**src/rtl/sseg_pkg.sv**
```systemverilog
// Shared seven-segment definitions: active-low hex segment table, blank pattern,
// capture FSM states and the decoder result type.
package sseg_pkg;

  localparam logic [6:0] SEG_BLANK = 7'h7F;

  typedef enum logic [1:0] {
    ST_IDLE,
    ST_FILTER,
    ST_HELD
  } cap_state_e;

  typedef struct packed {
    logic       valid;
    logic [3:0] nib;
  } seg_dec_t;

  // Bit 0 = a ... bit 6 = g, low = lit.
  function automatic logic [6:0] hex2seg(input logic [3:0] n);
    case (n)
      4'h0: hex2seg = 7'h40;
      4'h1: hex2seg = 7'h79;
      4'h2: hex2seg = 7'h24;
      4'h3: hex2seg = 7'h30;
      4'h4: hex2seg = 7'h19;
      4'h5: hex2seg = 7'h12;
      4'h6: hex2seg = 7'h02;
      4'h7: hex2seg = 7'h78;
      4'h8: hex2seg = 7'h00;
      4'h9: hex2seg = 7'h10;
      4'hA: hex2seg = 7'h08;
      4'hB: hex2seg = 7'h03;
      4'hC: hex2seg = 7'h46;
      4'hD: hex2seg = 7'h21;
      4'hE: hex2seg = 7'h06;
      default: hex2seg = 7'h0E;
    endcase
  endfunction

endpackage

```
**src/rtl/sseg_capture_if.sv**
```systemverilog
// Display-bus interface: scanned anode/segment lines in, reassembled frame out.
interface sseg_capture_if #(parameter int DIGITS = 4);
  logic [7:0]          an;
  logic [7:0]          sseg;
  logic [4*DIGITS-1:0] data;
  logic                data_valid;
  logic [DIGITS-1:0]   dp_bits;
  logic                seg_error;
  logic                an_error;

  modport master (output an, sseg, input data, data_valid, dp_bits, seg_error, an_error);
  modport slave  (input an, sseg, output data, data_valid, dp_bits, seg_error, an_error);
endinterface

```
**src/rtl/sseg_seg2hex.sv**
```systemverilog
// Combinational segment-pattern to {valid, nibble} decoder; blank and any
// pattern outside the hex table decode as invalid.
module sseg_seg2hex
  import sseg_pkg::*;
(
  input  logic [6:0] seg_i,
  output seg_dec_t   dec_o
);

  always_comb begin
    dec_o = '0;
    for (int i = 0; i < 16; i++) begin
      if (hex2seg(4'(i)) == seg_i) begin
        dec_o.valid = 1'b1;
        dec_o.nib   = 4'(i);
      end
    end
  end

endmodule

```
**src/rtl/sseg_capture.sv**
```systemverilog
// Receive-side decoder for a multiplexed seven-segment bus. Filters scan
// transitions, decodes stable digits and publishes a frame once all are seen.
// Define SSEG_CAPTURE_DP_EN to capture decimal points into dp_bits.
module sseg_capture
  import sseg_pkg::*;
#(
  parameter int DIGITS        = 4,
  parameter int STABLE_CYCLES = 4
) (
  input logic           clk,
  input logic           clear_n,
  sseg_capture_if.slave bus
);

  localparam int               CW       = $clog2(STABLE_CYCLES + 1);
  localparam int               DW       = (DIGITS > 1) ? $clog2(DIGITS) : 1;
  localparam logic [CW-1:0]    CNT_MAX  = CW'(STABLE_CYCLES);
  localparam logic [CW-1:0]    CNT_LAST = CW'(STABLE_CYCLES - 1);
  localparam logic [7:0]       LOW_MASK = 8'((1 << DIGITS) - 1);
`ifdef SSEG_CAPTURE_DP_EN
  localparam logic [7:0]       DP_IGN   = 8'h00;
`else
  // dp forced inactive at the input so it neither restarts filtering nor lands in dp_bits
  localparam logic [7:0]       DP_IGN   = 8'h80;
`endif

  logic [7:0]               an_q, sseg_q, an_p_q, sseg_p_q;
  logic [CW-1:0]            cnt_q, cnt_d;
  cap_state_e               state_q;
  logic [DIGITS-1:0]        seen_q, seen_d;
  logic [DIGITS-1:0][3:0]   nib_q, nib_d;
  logic [DIGITS-1:0]        dpr_q, dpr_d;
  logic [4*DIGITS-1:0]      data_q;
  logic [DIGITS-1:0]        dp_q;
  logic                     valid_q, seg_err_q, an_err_q;
  logic                     seg_err_d, an_err_d, done;
  logic                     changed, an_idle, an_ok, accept;
  logic [DW-1:0]            dig;
  seg_dec_t                 dec;

  sseg_seg2hex u_dec (.seg_i(sseg_q[6:0]), .dec_o(dec));

  assign changed = {an_q, sseg_q} != {an_p_q, sseg_p_q};
  assign an_idle = &an_q;
  assign an_ok   = (&(an_q | LOW_MASK)) && $onehot(~an_q & LOW_MASK);
  assign accept  = (state_q == ST_FILTER) && !an_idle && !changed && (cnt_q == CNT_LAST);
  assign cnt_d   = changed ? '0 : ((cnt_q == CNT_MAX) ? CNT_MAX : cnt_q + 1'b1);

  always_comb begin
    dig = '0;
    for (int i = 0; i < DIGITS; i++)
      if (!an_q[i]) dig = DW'(i);
  end

  // Completion is resolved combinationally so data lands on the acceptance edge.
  always_comb begin
    seen_d    = seen_q;
    nib_d     = nib_q;
    dpr_d     = dpr_q;
    seg_err_d = 1'b0;
    an_err_d  = 1'b0;
    done      = 1'b0;
    if (accept) begin
      if (!an_ok) begin
        an_err_d = 1'b1;
        seen_d   = '0;
      end else if (!dec.valid) begin
        seg_err_d = 1'b1;
        seen_d    = '0;
      end else begin
        nib_d[dig]  = dec.nib;
        dpr_d[dig]  = ~sseg_q[7];
        seen_d[dig] = 1'b1;
        if (&seen_d) begin
          done   = 1'b1;
          seen_d = '0;
        end
      end
    end
  end

  always_ff @(posedge clk or negedge clear_n) begin
    if (!clear_n) begin
      an_q      <= 8'hFF;
      sseg_q    <= 8'hFF;
      an_p_q    <= 8'hFF;
      sseg_p_q  <= 8'hFF;
      cnt_q     <= '0;
      state_q   <= ST_IDLE;
      seen_q    <= '0;
      nib_q     <= '0;
      dpr_q     <= '0;
      data_q    <= '0;
      dp_q      <= '0;
      valid_q   <= 1'b0;
      seg_err_q <= 1'b0;
      an_err_q  <= 1'b0;
    end else begin
      an_q      <= bus.an;
      sseg_q    <= bus.sseg | DP_IGN;
      an_p_q    <= an_q;
      sseg_p_q  <= sseg_q;
      cnt_q     <= cnt_d;
      seen_q    <= seen_d;
      nib_q     <= nib_d;
      dpr_q     <= dpr_d;
      valid_q   <= done;
      seg_err_q <= seg_err_d;
      an_err_q  <= an_err_d;
      if (done) begin
        data_q <= nib_d;
        dp_q   <= dpr_d;
      end
      case (state_q)
        ST_IDLE:   if (!an_idle) state_q <= ST_FILTER;
        ST_FILTER: if (an_idle) state_q <= ST_IDLE;
                   else if (accept) state_q <= ST_HELD;
        ST_HELD:   if (changed) state_q <= an_idle ? ST_IDLE : ST_FILTER;
        default:   state_q <= ST_IDLE;
      endcase
    end
  end

  assign bus.data       = data_q;
  assign bus.dp_bits    = dp_q;
  assign bus.data_valid = valid_q;
  assign bus.seg_error  = seg_err_q;
  assign bus.an_error   = an_err_q;

endmodule
```
**src/flat_wrapper.sv**
```systemverilog
// flat-port wrapper written by rule: the top's interface ports become plain ports
module sseg_capture_flat import sseg_pkg::*;
#(
  parameter int DIGITS        = 4,
  parameter int STABLE_CYCLES = 4
)
  (clk, clear_n, bus_an, bus_sseg, bus_data, bus_data_valid, bus_dp_bits, bus_seg_error, bus_an_error);
  sseg_capture_if #(.DIGITS(DIGITS)) bus_i ();
  input logic clk;
  input logic clear_n;
  input wire logic [$bits(bus_i.an)-1:0] bus_an;
  input wire logic [$bits(bus_i.sseg)-1:0] bus_sseg;
  output wire logic [$bits(bus_i.data)-1:0] bus_data;
  output wire logic [$bits(bus_i.data_valid)-1:0] bus_data_valid;
  output wire logic [$bits(bus_i.dp_bits)-1:0] bus_dp_bits;
  output wire logic [$bits(bus_i.seg_error)-1:0] bus_seg_error;
  output wire logic [$bits(bus_i.an_error)-1:0] bus_an_error;
  assign bus_i.an = bus_an;
  assign bus_i.sseg = bus_sseg;
  assign bus_data = bus_i.data;
  assign bus_data_valid = bus_i.data_valid;
  assign bus_dp_bits = bus_i.dp_bits;
  assign bus_seg_error = bus_i.seg_error;
  assign bus_an_error = bus_i.an_error;
  sseg_capture #(.DIGITS(DIGITS), .STABLE_CYCLES(STABLE_CYCLES)) u_core (.clk(clk), .clear_n(clear_n), .bus(bus_i));
endmodule
```
**config.mk**
```make
export PLATFORM = sky130hd
export DESIGN_NAME = sseg_capture_flat
export DESIGN_NICKNAME = d
export VERILOG_FILES = /design/src/rtl/sseg_pkg.sv /design/src/rtl/sseg_capture_if.sv /design/src/rtl/sseg_seg2hex.sv /design/src/rtl/sseg_capture.sv /design/src/flat_wrapper.sv
export SDC_FILE = /design/constraint.sdc
export NUM_CORES = 1
export LEC_CHECK = 0
export ABC_CLOCK_PERIOD_IN_PS = 6000
export BUFFER_PORTS_ARGS = -buffer_cell sky130_fd_sc_hd__buf_4
export CAP_MARGIN = 40
export CORE_MARGIN = 4
export CORE_UTILIZATION = 50
export DETAILED_ROUTE_END_ITERATION = 16
export MAX_ROUTING_LAYER = met4
export PLACE_DENSITY = 0.66
export SYNTH_ARGS = -nofsm -noshare
export SYNTH_HDL_FRONTEND = slang
export SYNTH_HIERARCHICAL = 1
export SYNTH_SLANG_ARGS = --single-unit
```
**constraint.sdc**
```tcl
create_clock -name clk -period 6 [get_ports clk]
set_clock_uncertainty 0.15 [all_clocks]
set_input_delay 0.9 -clock clk [delete_from_list [all_inputs] [get_ports clk]]
set_output_delay 0.9 -clock clk [all_outputs]
set_load 0.005 [all_outputs]
```
# Word level (Yosys, flattened, before mapping)
# Cells that the tools add are included.
[totals] word_cells=114 reg_bits=82
[op_classes] bitwise_logic=4 mux=50 n_addsub=4 order_cmp=2 reduce_logical=13 eq_ne=24
[op_table] cell="5-bit 2-to-1 mux" count=16
[op_table] cell="16-bit 2-to-1 mux" count=3
[op_table] cell="7-bit equality test, first input constant" count=4
[op_table] cell="4-bit 2-to-1 mux" count=7
[op_table] cell="5-bit by 7-bit equality test with 1-bit output, first input constant" count=3
[op_table] cell="6-bit by 7-bit equality test with 1-bit output, first input constant" count=3
[op_table] cell="16-bit bitwise mux" count=1
[op_table] cell="15-bit != test" count=1
[op_table] cell="2-bit by 7-bit equality test with 1-bit output, first input constant" count=2
[op_table] cell="4-bit by 7-bit equality test with 1-bit output, first input constant" count=2
[op_table] cell="1-bit 2-to-1 mux" count=12
[op_table] cell="2-bit 2-to-1 mux" count=6
[op_table] cell="4-bit demux with 2-bit select" count=1
[op_table] cell="4-bit inverter" count=2
[op_table] cell="4-bit AND reduction" count=2
[op_table] cell="8-bit AND reduction" count=1
[op_table] cell="3-bit by 7-bit equality test with 1-bit output, first input constant" count=1
[op_table] cell="7-bit logical NOT" count=1
[op_table] cell="3-bit 2-to-1 mux" count=2
[op_table] cell="2-bit one-hot mux with 3 select lines" count=1
[op_table] cell="1-bit logical AND" count=5
[op_table] cell="1-bit by 1-bit adder with 2-bit output" count=2
[op_table] cell="4-bit adder" count=1
[op_table] cell="4-bit AND" count=1
[op_table] cell="16 further kinds" count=17

# Logic depth before layout (Yosys ltp)
# Gate-level depths: netlist (run 1).
[logic_depth] word_depth=21 mapped_depth=11 mapped_depth_nobuf=8

# Modules after synthesis
# Netlist (run 1), hierarchy kept.
[by_module_without_submodules] module="sseg_capture" seq_area_each_um2=2089.5 cells_each=260 area_each_um2=3494.6 n_inst=1
[by_module_without_submodules] module="sseg_seg2hex" seq_area_each_um2=0.0 cells_each=57 area_each_um2=377.9 n_inst=1

# Least setup slack after synthesis (run 1)
# No wires, ideal clock.
[synth_path] path_kind="register to register" startpoint="register u_core.an_q[1]" endpoint="register u_core/nib_q[2] in the netlist's numbering" slack_ps=2991 period_less_slack_ps=3009 stages_incl_launch_ff=10 required_time_ps=5725 setup_ps=125 arrival_time_ps=2734 cell_sequence="dfstp_2 fa_1 inv_1 ha_1 ha_1 nor4b_2 nand4_1 or3_1 buf_6 mux2_4"
[synth_rtl] item="start, declared" line="sseg_capture.sv:27" source="logic [7:0] an_q, sseg_q, an_p_q, sseg_p_q;"
[synth_rtl] item="start signal, assigned" line="sseg_capture.sv:99" source="an_q <= bus.an;"
[synth_rtl] item="end signal, assigned" line="sseg_capture.sv:105" source="nib_q <= nib_d;"
[synth_rtl] item="end, declared" line="sseg_capture.sv:31" source="logic [DIGITS-1:0][3:0] nib_q, nib_d;"

# Final worst setup path (run 1)
[layout_path] startpoint="register u_core.an_q[3]" endpoint="register u_core.dp_q[3], in the netlist u_core/bus.dp_bits[3]"
[layout_via] elab_chain_cells=11
[layout_lines] item="2-bit 2-to-1 mux" line="sseg_capture.sv:52" source="if (!an_q[i]) dig = DW'(i);"
[layout_lines] item="2-bit by 3-bit < comparator with 1-bit output (not written as such) / 2-bit by 1-bit greater-or-equal comparator with 1-bit output (equally long branches)" line="sseg_capture.sv:72, sseg_capture.sv:73"
[layout_lines] item="1-bit logical AND (not written as such)" line="sseg_capture.sv:72, sseg_capture.sv:73"
[layout_lines] item="1-bit 2-to-1 mux (not written as such)" line="sseg_capture.sv:72, sseg_capture.sv:73"
[layout_lines] item="1-bit demux with 2-bit select"
[layout_lines] item="4-bit OR (no source line)"
[layout_lines] item="4-bit AND reduction" line="sseg_capture.sv:74" source="if (&seen_d) begin"
[layout_lines] item="1-bit 2-to-1 mux" line="sseg_capture.sv:74"
[layout_lines] item="1-bit 2-to-1 mux" line="sseg_capture.sv:67" source="end else if (!dec.valid) begin"
[layout_lines] item="1-bit 2-to-1 mux" line="sseg_capture.sv:64" source="if (!an_ok) begin"
[layout_lines] item="1-bit 2-to-1 mux" line="sseg_capture.sv:63" source="if (accept) begin"
[layout_lines] item="end signal, assigned" line="sseg_capture.sv:112" source="dp_q <= dpr_d;"
[layout_lines] item="end, declared" line="sseg_capture.sv:34" source="logic [DIGITS-1:0] dp_q;"
# Several ways; a longest one is shown, not always the timed one.
# A chain may end at the register's enable or synchronous reset.

==> reports/metrics.cfg, run 1 <==
[sta]
worst_pin_slew_ns = 0.767
hold_viol = 0
max_clock_freq_mhz = 274
tns_ns = 0
min_period_ns = 3.65
relSlewSlack_pct = 48.4
rsz0062_at_grt = false
slew_viol_final = 0
finalCritPeriodShare_pct = 60.8
finalSetupViolCount = 0

[power_and_ir_drop]
power_density_nw_per_um2 = 230
power.total_mw = 1.01
p_leak_nw = 2.04
irDropWorstVdd_mv = 0.0962

[grt]
grt_pass1_wl_um = 12900
grt_max_degree = 49
busiest_layer = met2
met2_usage_pct = 27.3
grt_usage_pct = 19.2
antenna_found_initial = 0
grt_pass1_vias = 2519
use_met1_pct = 27.1
grt-ovfl-total = 0
met3_usage_pct = 4.07

[placed_design]
dpl.cell_count = 440
dp_hpwl_um = 5160
io_buffers = 39
gp_routability_congestion = 0.814

[critical_path]
critPathLaunchType = flop
worstSetupStartpoint = u_core/an_q[3]$_DFF_PN1_
cp_cell_sequence = fa_1 > inv_1 > ha_1 > ha_1 > nor4b_2 > and4_1 > buf_4 > and3_1 > buf_8 > mux2i_1
cpMostUsedCell = ha_1
setup.worst_path.end = u_core/bus.dp_bits[3]$_DFFE_PN0P_
timing.rr.end = u_core/bus.dp_bits[3]$_DFFE_PN0P_
path_max_fanout = 18
slowest_delay_ns = 0.80
r2r_slack_ns = 2.35
r2r-start = u_core/an_q[3]$_DFF_PN1_
crit_required_ns = 6.13
critPathCaptureType = flop
r2r_cells = 10
critPathSlowestCell = dfstp_2
critPathKind = reg -> reg
arrival_ns = 3.78

[layout]
drive_gt1_share_pct = 32.2
n_fill_cell = 636
final_common_cell = dfrtp_1
nNetsFinal = 377
area_growth_pct = 13.7
final_cells = 456
antennaDiodeCount = 0
layout_common_cells = dfrtp_1, buf_4, dfstp_2

[die]
core_area_um2 = 7410
die_h_um = 96.0
fp-row-count = 31
die_x_um = 96.0
initial_core_util_pct = 52.3
boundaryPins = 41
die-area_um2 = 9220

[synthesis]
postSynthAreaPerCell_um2 = 12.2
synthSimpleGateAreaFrac_pct = 13.9
async_flop_share_pct = 100
yosysSeqAreaShare_pct = 54.0
yosysWarnings = 6
synth_compound_gate_area_share_pct = 9.40
synth_top_family_by_area = simple AND/OR/NAND/NOR gates
syn_nets = 342
synthMuxAreaShare_pct = 11.5
ys_ff_latch = 82
synthAdderAreaFrac_pct = 2.46
synth_cell_types = 56
synth_edf_count = 0
postSynthCellCount = 317
syn_area_um2 = 3870
synthXorXnorAreaFrac_pct = 4.04
synth_ff_type = dfrtp_1

[clock_tree]
cts.sinks = 82
cts.repair.resized = 0
cts-buffers-inserted = 9
h-tree-depth = 3
clock_latency_ns = 0.35
cts_root_buf = clkbuf_8
max-clock-path-buffers = 2
post_cts_buffers = 0
postCtsHoldBufs = 0
cts_tree = yes
clk_pin_slew_ns = 0.09

[hold_path]
hp-class = reg -> reg

[routing]
initialDrtViolationCount = 169
avgViaCountPerCell = 5.58
vias = 2544
wl_um = 7600
avgRoutedWirePerCell_um = 16.7
antenna_left = 0
drt_pass1_iterations = 4
drc_errors = 0

[status]
status = completed

[flow_run]
drv_cap = 0

-- per-stage QoR --
| stage | util [%] | setup slack [ns] | cell area [um^2] | hold slack, ns |
|---|---|---|---|---|
| 3_3_place_gp | 56.4 | 2.11 | 4180 | 0.223 |
| 3_5_place_dp | 57.1 | 2.36 | 4230 | 0.225 |
| 2_1_floorplan | - | 2.99 | 3870 | 0.210 |
| 5_1_grt | 59.4 | 2.02 | 4400 | 0.241 |
| 6_report | 59.4 | 2.35 | 4400 | 0.238 |
| 4_1_cts | 59.4 | 2.34 | 4400 | 0.237 |
-- sequential cells by signal, indices dropped and copies added (netlist names) --
| signal | count |
|---|---|
| u_core/an_p_q | 8 |
| u_core/an_q | 8 |
| u_core/bus.an_error | 1 |
| u_core/bus.data | 16 |
| u_core/bus.data_valid | 1 |
| u_core/bus.dp_bits | 4 |
| u_core/bus.seg_error | 1 |
| u_core/cnt_q | 3 |
| u_core/dpr_q | 4 |
| u_core/nib_q | 16 |
| u_core/seen_q | 4 |
| u_core/sseg_p_q | 7 |
| u_core/sseg_q | 7 |
| u_core/state_q | 2 |
-- power by group --
| part | internal, mW | leakage [nW] | total, mW | switching, mW |
|---|---|---|---|---|
| combinational | 0.0277 | 0.916 | 0.0624 | 0.0347 |
| clock | 0.153 | 0.0822 | 0.362 | 0.209 |
| sequential | 0.572 | 1.04 | 0.590 | 0.0189 |
| total | 0.752 | 2.04 | 1.01 | 0.262 |
-- synth_stat cells (all sizes together) (5+ instances only) --
| library cell | number | area share (%) |
|---|---|---|
| a21oi | 19 | 2.5 |
| a31oi | 19 | 3.2 |
| and2 | 5 | 0.81 |
| buf | 17 | 3.1 |
| clkbuf | 5 | 0.48 |
| dfrtp | 52 | 34 |
| dfstp | 30 | 20 |
| ha | 6 | 1.9 |
| inv | 11 | 1.1 |
| mux2 | 17 | 6.1 |
| mux2i | 21 | 5.4 |
| nand2 | 13 | 1.3 |
| nand3 | 6 | 0.90 |
| nor2 | 11 | 1.1 |
| nor2b | 7 | 1.1 |
| nor3 | 7 | 0.90 |
| nor4 | 5 | 1.7 |
| o21ai | 5 | 0.65 |
| or3 | 5 | 0.81 |
| xor2 | 15 | 3.6 |
-- cell type report --
type                    instances  area (um^2)  share of cell area, %
flip-flops and latches         82         2090                   47.4
well taps                      99          124                   2.81
clock inverters                 7         53.8                   1.22
clock buffers                   9          124                   2.81
inverters                      11         41.3                  0.938
repair buffers                 46          370                   8.41
multi-input cells             202         1600                   36.4
-- worst min path at each step --
stage,startpoint,to,cells past startpoint
after detailed placement,u_core/an_q[5]$_DFF_PN1_,u_core/an_p_q[5]$_DFF_PN1_,0
after global placement,u_core/an_q[5]$_DFF_PN1_,u_core/an_p_q[5]$_DFF_PN1_,0
after CTS,u_core/an_q[5]$_DFF_PN1_,u_core/an_p_q[5]$_DFF_PN1_,0
after floorplan,u_core/an_q[2]$_DFF_PN1_,u_core/an_p_q[2]$_DFF_PN1_,0
final,u_core/an_q[7]$_DFF_PN1_,u_core/an_p_q[7]$_DFF_PN1_,0
after global routing,u_core/an_q[5]$_DFF_PN1_,u_core/an_p_q[5]$_DFF_PN1_,0
-- critical path, delay by kind of cell (launching register included) --
family	cells	cell delay (ns)
adders and majority gates	3	0.85
DFF	1	0.80
muxes	1	0.19
and+or+nand+nor	3	1.07
buffers and inverters	3	0.52
-- routing by layer --
metal / wire length, um / up-vias
li1: - / 1199
met2: 3530 / 55
met3: 279 / 10
met1: 3680 / 1280
met4: 109 / 0
met5: 0 / -
-- cells by family (layout without fill, tap and decap cells) --
group                    after synthesis  after routing
AO/OA/AOI/OAI                         58             58
XOR/XNOR                              17             17
adder cells (fa/ha/maj)                7              7
buffers and inverters                 33             73
flip-flops                            82             82
multiplexers                          38             38
AND/OR/NAND/NOR                       82             82
No activity file was read; power rests on OpenSTA's default activity.
==> inputs of run 2 (changes only) <==
--- a/config.mk
+++ b/config.mk
@@ -5,14 +5,14 @@
 export SDC_FILE = /design/constraint.sdc
 export NUM_CORES = 1
 export LEC_CHECK = 0
-export ABC_CLOCK_PERIOD_IN_PS = 6000
+export ABC_CLOCK_PERIOD_IN_PS = 3000
 export BUFFER_PORTS_ARGS = -buffer_cell sky130_fd_sc_hd__buf_4
 export CAP_MARGIN = 40
 export CORE_MARGIN = 4
 export CORE_UTILIZATION = 50
 export DETAILED_ROUTE_END_ITERATION = 16
 export MAX_ROUTING_LAYER = met4
-export PLACE_DENSITY = 0.66
+export PLACE_DENSITY = 0.68
 export SYNTH_ARGS = -nofsm -noshare
 export SYNTH_HDL_FRONTEND = slang
 export SYNTH_HIERARCHICAL = 1
==> constraint.sdc (replaced) <==
create_clock -name clk -period 3 [get_ports clk]
set_clock_uncertainty 0.15 [all_clocks]
set_input_delay 0.45 -clock clk [delete_from_list [all_inputs] [get_ports clk]]
set_output_delay 0.45 -clock clk [all_outputs]
set_load 0.005 [all_outputs]
==> reports/metrics.cfg, run 2 (synthesis gave the netlist of run 1 again) <==
[power_and_ir_drop]
power.total_mw = 2.13
p_sw_uw = 524
seqPwrFrac_pct = 54.5
switching_share_pct = 24.6
clkPwrFrac_pct = 37.5
irDropWorstVdd_mv = 0.271
p_leak_nw = 2.15
comb_power_share_pct = 8.0
power_density_nw_per_um2 = 461
p_int_mw = 1.61

[sta]
min_period_ns = 2.92
relSlewSlack_pct = 68.7
slew_viol_final = 0
hold_viol = 0
worst_pin_slew_ns = 0.466
max_clock_freq_mhz = 343
finalCritPeriodShare_pct = 97.2
setup_slack_ns = 0.0837
rsz0062_at_grt = true
finalSetupViolCount = 0

[clock_tree]
h-tree-depth = 3
cts_root_buf = clkbuf_8
cts.sinks = 82
max-clock-path-buffers = 2
clk_pin_slew_ns = 0.09
cts_tree = yes
clock_latency_ns = 0.35
cts-buffers-inserted = 9

[hold_path]
hp-class = in -> reg

[routing]
avgViaCountPerCell = 5.38
vias = 2556
initialDrtViolationCount = 154
drt_pass1_iterations = 4
drc_errors = 0
wl_um = 7640
avgRoutedWirePerCell_um = 16.1
antenna_left = 0

[critical_path]
critPathCaptureType = flop
critPathKind = reg -> reg
path_max_fanout = 5
crit_required_ns = 3.10
critPathLaunchType = flop
arrival_ns = 3.01

[placed_design]
dpl_cell_area_um2 = 4360
gp_routability_congestion = 0.857
place_ws_ns = -0.0599
io_buffers = 39
dp_hpwl_um = 5370

[flow_run]
drv_cap = 0

[layout]
layout_common_cells = buf_4, dfrtp_1, dfstp_2
drive_gt1_share_pct = 37.2
area_growth_pct = 19.4
antennaDiodeCount = 0
nNetsFinal = 396
final_common_cell = buf_4
stdcell_area_um2 = 4620

[die]
die_h_um = 96.0
core_area_um2 = 7410
fp-row-count = 31
boundaryPins = 41
die-area_um2 = 9220
die_x_um = 96.0
initial_core_util_pct = 52.3

[status]
status = completed

[grt]
grt_usage_pct = 18.6
antenna_found_initial = 0
grt_pass1_wl_um = 12700
grt-ovfl-total = 0
grt_pass1_vias = 2582
grt_max_degree = 47

==> run 2: routing by layer <==
metal,up-vias,wire length [um],track usage (%)
met2,46,3600,28.1
met1,1255,3660,24.8
met3,13,253,4.46
li1,1242,-,-
met5,-,0,-
met4,0,128,6.28
==> run 2: final cells by class <==
cell class              count  area (um^2)
clock buffers               9          124
clock inverters             7         76.3
fillers                   582         2790
inverters                  11         41.3
multi-input cells         202         1650
flip-flops and latches     82         2090
well taps                  99          124
repair buffers             65          515
==> run 2: critical path, stage by stage, from the launching register on <==
cell     delay, ns
dfstp_2       0.55
fa_1          0.42
inv_2         0.08
ha_4          0.13
ha_4          0.20
nor4b_4       0.28
nand4_1       0.21
or3_4         0.48
mux2_4        0.31
==> run 2: final timing paths <==
check	slack [ns]	startpoint	cells past startpoint	endpoint
setup reg to reg	0.08	u_core/an_q[3]$_DFF_PN1_	8	u_core/nib_q[3]$_DFF_PN0_
setup / recovery	0.08	u_core/an_q[3]$_DFF_PN1_	8	u_core/nib_q[3]$_DFF_PN0_
min in group asynchronous	0.43	clear_n	2	u_core/cnt_q[2]$_DFF_PN0_
hold / removal	0.05	bus_an[4]	1	u_core/an_q[4]$_DFF_PN1_
max in group asynchronous	1.61	clear_n	3	u_core/an_q[2]$_DFF_PN1_
hold reg to reg	0.23	u_core/an_q[5]$_DFF_PN1_	0	u_core/an_p_q[5]$_DFF_PN1_
==> run 2: power by group through the flow <==
stage / clock, mW / combinational, mW / sequential, mW
2_1_floorplan: 0 / 0.0943 / 1.18
5_1_grt: 0.874 / 0.189 / 1.16
3_5_place_dp: 0 / 0.162 / 1.18
3_3_place_gp: 0 / 0.155 / 1.18
6_report: 0.800 / 0.170 / 1.16
4_1_cts: 0.833 / 0.164 / 1.16
==> run 2: what timing repair did <==
action | 4_1_cts | 5_1_grt
gates cloned | 0 | 0
endpoints found under the hold margin | 31 | 0
setup buffers | 0 | 1
pin swaps | 1 | 5
hold buffers | 1 | 0
endpoints found under the setup margin | 12 | 23
resized for setup | 3 | 5
==> run 2: through the flow <==
stage | hold slack, ns | utilization (%) | TNS (ns) | cells
after floorplan | 0.00441 | - | 0 | 317
after global placement | 0.222 | 58.6 | -0.279 | 456
after detailed placement | 0.224 | 58.9 | -0.486 | 457
after CTS | 0.0282 | 61.9 | 0 | 474
after global routing | 0.0203 | 62.4 | -0.0682 | 475
final | 0.0480 | 62.4 | 0 | 475
==> inputs of run 3 (changes only) <==
--- a/config.mk
+++ b/config.mk
@@ -6,8 +6,9 @@
 export NUM_CORES = 1
 export LEC_CHECK = 0
 export ABC_CLOCK_PERIOD_IN_PS = 3000
-export BUFFER_PORTS_ARGS = -buffer_cell sky130_fd_sc_hd__buf_4
+export BUFFER_PORTS_ARGS = -buffer_cell sky130_fd_sc_hd__buf_2
 export CAP_MARGIN = 40
+export CORE_ASPECT_RATIO = 0.5
 export CORE_MARGIN = 4
 export CORE_UTILIZATION = 50
 export DETAILED_ROUTE_END_ITERATION = 16
@@ -15,5 +16,4 @@
 export PLACE_DENSITY = 0.68
 export SYNTH_ARGS = -nofsm -noshare
 export SYNTH_HDL_FRONTEND = slang
-export SYNTH_HIERARCHICAL = 1
 export SYNTH_SLANG_ARGS = --single-unit
==> reports/metrics.cfg, run 3 <==
[status]
status = completed

[layout]
layout_common_cells = dfrtp_1, buf_2, dfstp_2
nNetsFinal = 388
stdcell_area_um2 = 4500
final_cells = 461
antennaDiodeCount = 0
drive_gt1_share_pct = 39.7
area_growth_pct = 16.8
final_common_cell = dfrtp_1
n_fill_cell = 594

[die]
die-area_um2 = 9250
die_x_um = 132
boundaryPins = 41
initial_core_util_pct = 52.0
die_h_um = 70.0
fp-row-count = 22
core_area_um2 = 7400

[synthesis]
synthDominantCellAreaShare_pct = 33.8
synth_edf_count = 0
ys_ff_latch = 82
yosysWarnings = 0
synth_area_leaders = dfrtp_1, dfstp_2, mux2_4
postSynthCellCount = 311
yosysSeqAreaShare_pct = 54.3
ys_top_cells_by_count = dfrtp_1, dfstp_2, nor2_1
synth_top_cell_by_area = dfrtp_1
synth_ff_type = dfrtp_1
syn_area_um2 = 3850
syn_nets = 339
async_flop_share_pct = 100
synth_cell_types = 51
postSynthAreaPerCell_um2 = 12.4
synth.most_common_cell = dfrtp_1

[sta]
slew_viol_final = 0
min_period_ns = 2.88
finalSetupViolCount = 0
worst_pin_slew_ns = 0.590
rsz0062_at_grt = false
max_clock_freq_mhz = 347
finalCritPeriodShare_pct = 96.0
worst_hold_slack_ns = 0.0600
tns_ns = 0
hold_viol = 0
relSlewSlack_pct = 60.6

[grt]
grt-ovfl-total = 0
grt_pass1_wl_um = 12300
grt_pass1_vias = 2498
grt_max_degree = 55
grt_usage_pct = 17.6
antenna_found_initial = 0

[critical_path]
critPathKind = reg -> reg
path_max_fanout = 9
critPathCaptureType = flop
crit_buf_inv = 2
cp_top_family = adder cells
slowest_delay_ns = 0.54
critPathLaunchType = flop
arrival_ns = 2.96
crit_required_ns = 3.07
cp_cell_sequence = inv_1 > ha_1 > ha_2 > fa_1 > nor4b_4 > buf_6 > and4_2 > mux2_2
critPathSlowestCell = dfstp_2

[routing]
avgRoutedWirePerCell_um = 15.6
vias = 2494
avgViaCountPerCell = 5.41
drc_errors = 0
wl_um = 7180
drt_pass1_iterations = 4
initialDrtViolationCount = 225
antenna_left = 0

[clock_tree]
h-tree-depth = 3
clk_pin_slew_ns = 0.06
cts.sinks = 82
cts-buffers-inserted = 9
postCtsHoldBufs = 0
cts_tree = yes
max-clock-path-buffers = 2
clock_latency_ns = 0.34
cts_root_buf = clkbuf_16

[placed_design]
gp_routability_congestion = 0.861
dp_hpwl_um = 5160
dpl.cell_count = 443
io_buffers = 39
dpl_cell_area_um2 = 4190

[power_and_ir_drop]
p_leak_nw = 2.17
p_sw_uw = 520
irDropWorstVdd_mv = 0.309
seqPwrFrac_pct = 49.5
switching_share_pct = 22.0
power_density_nw_per_um2 = 527
clkPwrFrac_pct = 44.5
p_int_mw = 1.85
comb_power_share_pct = 6.0

[hold_path]
hp-class = in -> reg

[flow_run]
drv_cap = 0

-- run 3: cell types whose count changed in the layout (fill, tap and decap cells not counted), moves of 5 or more --
| cell | previous run | this run |
|---|---|---|
| clkbuf_8 | 9 | 0 |
| a31oi_1 | 18 | 0 |
| mux2_2 | 0 | 20 |
| clkbuf_16 | 0 | 9 |
| mux2_1 | 5 | 0 |
| mux2i_1 | 21 | 3 |
| buf_2 | 0 | 38 |
| nor2_1 | 11 | 22 |
| buf_4 | 62 | 12 |
| mux2_4 | 12 | 18 |
| nand2_1 | 13 | 19 |
-- run 3: area by class of cell --
class | count | area [um^2] | area share, %
Clock buffer | 13 | 240 | 5.34
Timing Repair Buffer | 53 | 339 | 7.54
Inverter | 11 | 41.3 | 0.918
Tap cell | 96 | 120 | 2.67
Sequential cell | 82 | 2090 | 46.5
Multi-Input combinational cell | 203 | 1620 | 36.1
Clock inverter | 3 | 42.5 | 0.946
-- run 3: final timing paths --
kind | from | endpoint | slack, ns | cells past startpoint
max | u_core.an_q[0]$_DFF_PN1_ | u_core.nib_q[2]$_DFF_PN0_ | 0.12 | 8
min | bus_sseg[3] | u_core.sseg_q[3]$_DFF_PN1_ | 0.06 | 1
max reg2reg | u_core.an_q[0]$_DFF_PN1_ | u_core.nib_q[2]$_DFF_PN0_ | 0.12 | 8
min reg2reg | u_core.an_q[4]$_DFF_PN1_ | u_core.an_p_q[4]$_DFF_PN1_ | 0.23 | 0
max in group asynchronous | clear_n | u_core.an_q[3]$_DFF_PN1_ | 2.20 | 2
min in group asynchronous | clear_n | u_core.an_q[7]$_DFF_PN1_ | 0.16 | 1
-- run 3: power groups by stage --
stage | Combinational (mW) | Sequential [mW] | Clock, mW
CTS | 0.146 | 1.17 | 1.08
global placement | 0.135 | 1.19 | 0
global route | 0.164 | 1.17 | 1.13
finish | 0.143 | 1.17 | 1.05
detailed placement | 0.145 | 1.19 | 0
floorplan | 0.0934 | 1.18 | 0
-- run 3: timing repair --
item,CTS,global route
endpoints found under the setup margin,0,22
hold endpoints to repair,0,0
setup buffers,0,2
resized for setup,0,2
-- run 3: cell families (layout without fill, tap and decap cells) --
| logic type | after synthesis | count (layout) | share of synthesized area [%] |
|---|---|---|---|
| AO/OA/AOI/OAI | 42 | 42 | 7.09 |
| XOR/XNOR | 16 | 16 | 3.64 |
| adder cells (fa/ha/maj) | 10 | 10 | 3.45 |
| buffers and inverters | 26 | 80 | 3.84 |
| flip-flops | 82 | 82 | 54.3 |
| multiplexers | 41 | 41 | 13.7 |
| AND/OR/NAND/NOR | 94 | 94 | 14.0 |
-- run 3: metal layers --
metal | vias to the layer above | GRT usage [%] | routed length, um
li1 | 1186 | - | -
met1 | 1226 | 22.6 | 3430
met2 | 67 | 25.1 | 3200
met3 | 15 | 6.33 | 399
met4 | 0 | 7.80 | 148
met5 | - | - | 0
-- run 3: metrics by stage --
step | power [mW] | setup WS, ns | utilization [%]
floorplan | 1.27 | 0.00410 | -
global placement | 1.32 | 0.114 | 56.3
detailed placement | 1.33 | 0.0487 | 56.6
CTS | 2.40 | 0.0597 | 60.4
global route | 2.47 | 0.00525 | 60.7
finish | 2.37 | 0.119 | 60.7
